===== config.mk =====
export PLATFORM = sky130hd
export DESIGN_NAME = hall_input_conditioner
export DESIGN_NICKNAME = d
export VERILOG_FILES = /design/src/rtl/hall_input_conditioner.sv
export SDC_FILE = /design/constraint.sdc
export NUM_CORES = 1
export LEC_CHECK = 0
export CORE_UTILIZATION = 57
export CTS_CLUSTER_DIAMETER = 60
export DETAILED_ROUTE_END_ITERATION = 7
export DONT_BUFFER_PORTS = 1
export GPL_TIMING_DRIVEN = 1
export PLACE_DENSITY = 0.74
export REMOVE_ABC_BUFFERS = 1
export SLEW_MARGIN = 30
export SYNTH_ARGS = -nofsm -noshare
export SYNTH_HDL_FRONTEND = slang
export SYNTH_SLANG_ARGS = --single-unit

===== constraint.sdc =====
create_clock -name pclk -period 2.69 [get_ports pclk]
set_input_delay 0.538 -clock pclk [delete_from_list [all_inputs] [get_ports pclk]]
set_output_delay 0.538 -clock pclk [all_outputs]
set_load 0.01 [all_outputs]

===== src/rtl/hall_input_conditioner.sv =====
// Hall sensor input conditioner: synchronises the three raw Hall pins, debounces them with a
// stability filter, rejects the illegal codes 000/111, flags a stalled rotor and strobes once
// per accepted commutation. Everything runs on pclk; no output is combinational from hall_raw.
module hall_input_conditioner #(
    parameter int unsigned clk_freq_hz   = 54_000_000,
    parameter int unsigned sync_stages   = 2,
    parameter int unsigned filter_cycles = 32,
    parameter int unsigned stall_ms      = 100
) (
    input  logic        pclk,
    input  logic        preset_n,
    input  logic [2:0]  hall_raw,
    input  logic        clear_stats,
    output logic [2:0]  hall_values,
    output logic        hall_valid,
    output logic        hall_edge,
    output logic        hall_invalid,
    output logic        invalid_sticky,
    output logic        stalled,
    output logic [15:0] glitch_count
);

    localparam int unsigned stall_cycles = clk_freq_hz / 1000 * stall_ms;
    localparam int unsigned stall_w      = $clog2(stall_cycles + 1);
    localparam int unsigned fcnt_w       = (filter_cycles > 1) ? $clog2(filter_cycles) : 1;

    localparam logic [fcnt_w-1:0]  fcnt_max  = fcnt_w'(filter_cycles - 1);
    localparam logic [stall_w-1:0] stall_max = stall_w'(stall_cycles);
    localparam logic [stall_w-1:0] stall_pre = stall_w'(stall_cycles - 1);
    localparam logic [15:0]        glitch_max = 16'hFFFF;

    // Elaboration-time parameter sanity
    if (sync_stages < 2) begin : g_bad_sync
        $error("hall_input_conditioner: sync_stages must be >= 2");
    end
    if (filter_cycles < 1) begin : g_bad_filter
        $error("hall_input_conditioner: filter_cycles must be >= 1");
    end
    if (stall_cycles < 1) begin : g_bad_stall
        $error("hall_input_conditioner: stall_cycles must be >= 1");
    end

    // ------------------------------------------------------------------
    // Synchroniser
    // ------------------------------------------------------------------
    logic [2:0] sync_q [sync_stages];
    logic [2:0] synced;

    // Shift raw pins through the synchroniser chain
    always_ff @(posedge pclk or negedge preset_n) begin
        if (!preset_n) begin
            for (int i = 0; i < int'(sync_stages); i++) begin
                sync_q[i] <= 3'b000;
            end
        end else begin
            sync_q[0] <= hall_raw;
            for (int i = 1; i < int'(sync_stages); i++) begin
                sync_q[i] <= sync_q[i-1];
            end
        end
    end

    assign synced = sync_q[sync_stages-1];

    // ------------------------------------------------------------------
    // Filter, accept, statistics and stall state
    // ------------------------------------------------------------------
    logic [2:0]         cand_q, cand_d;
    logic [fcnt_w-1:0]  fcnt_q, fcnt_d;
    // Last accepted code, valid or not; prevents re-accepting the same code
    logic [2:0]         acc_code_q, acc_code_d;
    logic [2:0]         values_q, values_d;
    logic               valid_q, valid_d;
    logic               edge_q, edge_d;
    logic               invalid_q, invalid_d;
    logic               sticky_q, sticky_d;
    logic [15:0]        glitch_q, glitch_d;
    logic [stall_w-1:0] stall_cnt_q, stall_cnt_d;
    logic               stalled_q, stalled_d;

    logic accept;
    logic code_ok;
    logic glitch;

    // Next-state: debounce filter, accept decision, counters
    always_comb begin
        cand_d      = cand_q;
        fcnt_d      = fcnt_q;
        acc_code_d  = acc_code_q;
        values_d    = values_q;
        valid_d     = valid_q;
        edge_d      = 1'b0;
        invalid_d   = invalid_q;
        sticky_d    = sticky_q;
        glitch_d    = glitch_q;
        stall_cnt_d = stall_cnt_q;
        stalled_d   = stalled_q;
        accept      = 1'b0;
        glitch      = 1'b0;
        code_ok     = (cand_q != 3'b000) && (cand_q != 3'b111);

        if (synced != cand_q) begin
            cand_d = synced;
            fcnt_d = '0;
            // An abandoned candidate that never made it to acceptance is a glitch
            glitch = (cand_q != acc_code_q);
        end else if (fcnt_q != fcnt_max) begin
            fcnt_d = fcnt_q + 1'b1;
        end else if (cand_q != acc_code_q) begin
            accept = 1'b1;
        end

        if (accept) begin
            acc_code_d = cand_q;
            if (code_ok) begin
                values_d  = cand_q;
                valid_d   = 1'b1;
                invalid_d = 1'b0;
                edge_d    = 1'b1;
            end else begin
                invalid_d = 1'b1;
                sticky_d  = 1'b1;
            end
        end

        // A valid accept restarts stall timing and beats a coincident threshold hit
        if (accept && code_ok) begin
            stall_cnt_d = '0;
            stalled_d   = 1'b0;
        end else if (valid_q && !stalled_q) begin
            if (stall_cnt_q == stall_pre) begin
                stall_cnt_d = stall_max;
                stalled_d   = 1'b1;
            end else begin
                stall_cnt_d = stall_cnt_q + 1'b1;
            end
        end

        if (glitch && (glitch_q != glitch_max)) begin
            glitch_d = glitch_q + 16'd1;
        end

        // Clear has priority over a coincident glitch or invalid accept
        if (clear_stats) begin
            glitch_d = '0;
            sticky_d = 1'b0;
        end
    end

    // State registers
    always_ff @(posedge pclk or negedge preset_n) begin
        if (!preset_n) begin
            cand_q      <= 3'b000;
            fcnt_q      <= '0;
            acc_code_q  <= 3'b000;
            values_q    <= 3'b000;
            valid_q     <= 1'b0;
            edge_q      <= 1'b0;
            invalid_q   <= 1'b0;
            sticky_q    <= 1'b0;
            glitch_q    <= '0;
            stall_cnt_q <= '0;
            stalled_q   <= 1'b0;
        end else begin
            cand_q      <= cand_d;
            fcnt_q      <= fcnt_d;
            acc_code_q  <= acc_code_d;
            values_q    <= values_d;
            valid_q     <= valid_d;
            edge_q      <= edge_d;
            invalid_q   <= invalid_d;
            sticky_q    <= sticky_d;
            glitch_q    <= glitch_d;
            stall_cnt_q <= stall_cnt_d;
            stalled_q   <= stalled_d;
        end
    end

    assign hall_values    = values_q;
    assign hall_valid     = valid_q;
    assign hall_edge      = edge_q;
    assign hall_invalid   = invalid_q;
    assign invalid_sticky = sticky_q;
    assign stalled        = stalled_q;
    assign glitch_count   = glitch_q;

endmodule


==> results.py <==
metrics = {
    "clock_network": {
        "cts_tree": "built",
        "path_clk_slew_ns": 0.07,
        "cts_made_buffers": 9,
        "cts_buffer_depth": 2,
        "cts_root_buf": "clkbuf_8",
        "clock-sinks": 64,
        "cts_max_level": 3,
        "worstSkewPairLatency_ns": 0.34,
    },
    "hold_path": {
        "hp-class": "in -> async",
    },
    "synth": {
        "synth_area_per_cell_um2": 10.0,
        "netlist_area_um2": 3260,
        "yosys.area.top_type": "dfrtp_1",
        "ys_warn_count": 0,
        "synthTopCellsByArea": "dfrtp_1 (49%), nor2_1 (4.3%), mux2_2 (3.5%)",
        "ys_async_sr_fraction_pct": 100,
        "synth-edff-count": 0,
        "synth_flop_cell": "dfrtp_1",
        "yosysSeqAreaShare_pct": 49.2,
        "synthesis.instances": 325,
        "synth-seq-cells": 64,
        "ys_types": 51,
        "synth_top_area_share_pct": 49.2,
    },
    "job": {
        "drv_cap": 0,
    },
    "layout": {
        "layout.nets": 336,
        "area.growth.synth_to_final_pct": 8.33,
        "layout_commonest_cell": "dfrtp_1",
        "seqCellArea_um2": 1600,
        "n_fill_cell": 445,
        "multi_input_area_um2": 1550,
        "drive_gt1_share_pct": 13.6,
        "final_cell_mix": "dfrtp_1 (64), nor2_1 (37), nand2_1 (19)",
        "layout.cells.non_filler": 403,
        "diodes": 0,
    },
    "timing": {
        "drv_slew": 0,
        "finalHoldViolCount": 0,
        "fmax_ghz": 0.413,
        "tightest_slew_ns": 0.637,
        "clock_skew_ns": 0.0122,
        "period_share_pct": 90.1,
        "max_slew_margin_pct": 57.2,
        "min_period_ns": 2.42,
        "tns_ns": 0,
        "setup_viol": 0,
        "rsz0062_at_grt": "no",
    },
    "global_route": {
        "grt_pass1_vias": 2407,
        "antenna_found_initial": 0,
        "grt_pass1_wl_mm": 10.9,
        "grt_max_degree": 65,
        "gr-total-overflow": 0,
        "grtUsageTotal_pct": 23.3,
    },
    "placed_design": {
        "port_buffers": 0,
        "dpl.cell_count": 384,
        "gp_congestion": 0.854,
        "dpl.hpwl_mm": 4.34,
    },
    "setup_path": {
        "cp_data_arrival_time_ns": 2.65,
        "criticalPathCategory": "reg -> reg",
        "worstPathRequired_ns": 2.92,
        "r2r_end": "hall_values[2]",
        "endpoint_kind": "flop",
        "start_kind": "flop",
        "r2r_start": "fcnt_q[0]",
        "regToRegSetupSlack_ns": 0.27,
        "crit_fanout": 24,
        "rr_worst_depth": 8,
    },
    "power_and_ir_drop": {
        "irDropWorstVdd_mv": 0.277,
        "powerDensity_nw_per_um2": 520,
        "p_leak_nw": 1.56,
    },
    "routing": {
        "dr.first_iter.drc_count": 123,
        "drc": 0,
        "wl_per_cell_um": 16.0,
        "detail-route-antenna-nets": 0,
        "detail_route.first_pass.iterations": 4,
        "wirelength_mm": 6.46,
        "via_count": 2455,
        "vias_per_cell": 6.09,
    },
    "floorplanning": {
        "rows": 27,
        "initial_core_util_pct": 59.2,
        "die_h_um": 77.6,
        "ioPinCount": 30,
        "dieArea_um2": 6020,
        "core_area_um2": 5510,
        "die_x_um": 77.6,
    },
    "status": {
        "status": "finished clean",
    },
}
[worst max-delay path, stage by stage, from the launching register on]
cell and delay, ns:
dfrtp_1 0.40, ha_1 0.17, and3_1 0.15, ha_1 0.30
nand4_1 0.25, nor2b_4 0.23, nand3_2 0.21, inv_6 0.23
mux2_2 0.36
[metrics by stage]
stage | instance area (um2) | total power [W] | setup slack, ns | util (%) | hold WS (ns)
2_1_floorplan | 3180 | 0.00105 | 0.502 | - | 0.242
3_3_place_gp | 3300 | 0.00106 | 0.316 | 60.0 | 0.244
3_5_place_dp | 3300 | 0.00107 | 0.188 | 60.0 | 0.244
4_1_cts | 3510 | 0.00185 | 0.173 | 63.8 | 0.0720
5_1_grt | 3530 | 0.00190 | 0.0419 | 64.1 | 0.0828
6_report | 3530 | 0.00184 | 0.267 | 64.1 | 0.0575
[cells in the mapped netlist, types with 9 or more instances]
master and number:
dfrtp_1 64, nor2_1 37, nand2_1 19, nand3_1 16, a21oi_1 14, nand4_1 14
xor2_1 12, nor2b_1 11, mux2_2 10, clkbuf_1 9, o21ai_0 9
[what timing repair did]
action	in CTS	in global routing
resized for setup	0	0
endpoints found under the hold margin	64	0
hold buffers	1	0
setup endpoints to repair	0	7
buffers inserted	0	2
[how the worst max path moves through the flow]
stage,start,to,slack (ns)
global route,fcnt_q[0],stall_cnt_q[19],0.04
CTS,fcnt_q[0],hall_values[2],0.17
floorplan,fcnt_q[0],hall_values[1],0.50
finish,fcnt_q[0],hall_values[2],0.27
detailed placement,fcnt_q[0],hall_values[1],0.19
global placement,fcnt_q[0],hall_values[2],0.32
[state kept, by name, summed over array words and instances (netlist names)]
name and cells:
invalid_sticky 1, fcnt_q 5, hall_edge 1, cand_q 3, synced 3, stalled 1
glitch_count 16, hall_invalid 1, stall_cnt_q 23, hall_values 3, hall_valid 1, acc_code_q 3
sync_q 3
[power by group]
group	switching (W)	internal (W)
logic	0.0000460	0.0000265
clock network	0.000382	0.000385
registers	0.0000199	0.000977
total	0.000448	0.00139
[layout make-up]
class | count | share of cell area [%]
Inverter | 6 | 0.780
Tap cell | 72 | 2.55
Sequential cell | 64 | 45.4
Multi-Input combinational cell | 237 | 43.8
Timing Repair Buffer | 8 | 2.27
Clock buffer | 12 | 4.40
Clock inverter | 4 | 0.815
[cells by family after synthesis]
group                      share of synthesized area [%]
xor gates and xnor gates                            5.38
adders and majority gates                           1.54
buffers and inverters                               3.38
muxes                                               4.99
DFF                                                 49.2
AOI/OAI and AO/OA                                   9.10
and+or+nand+nor                                     26.5
[per-layer routing]
layer | up-vias | track usage (%) | share of wire [%]
met5 | - | 0 | 0
met4 | 0 | 11.7 | 2.2
met1 | 1209 | 28.8 | 45
met2 | 48 | 38.7 | 49
met3 | 16 | 4.71 | 3.9
li1 | 1182 | - | -
Power figures use the tool's default switching activity.
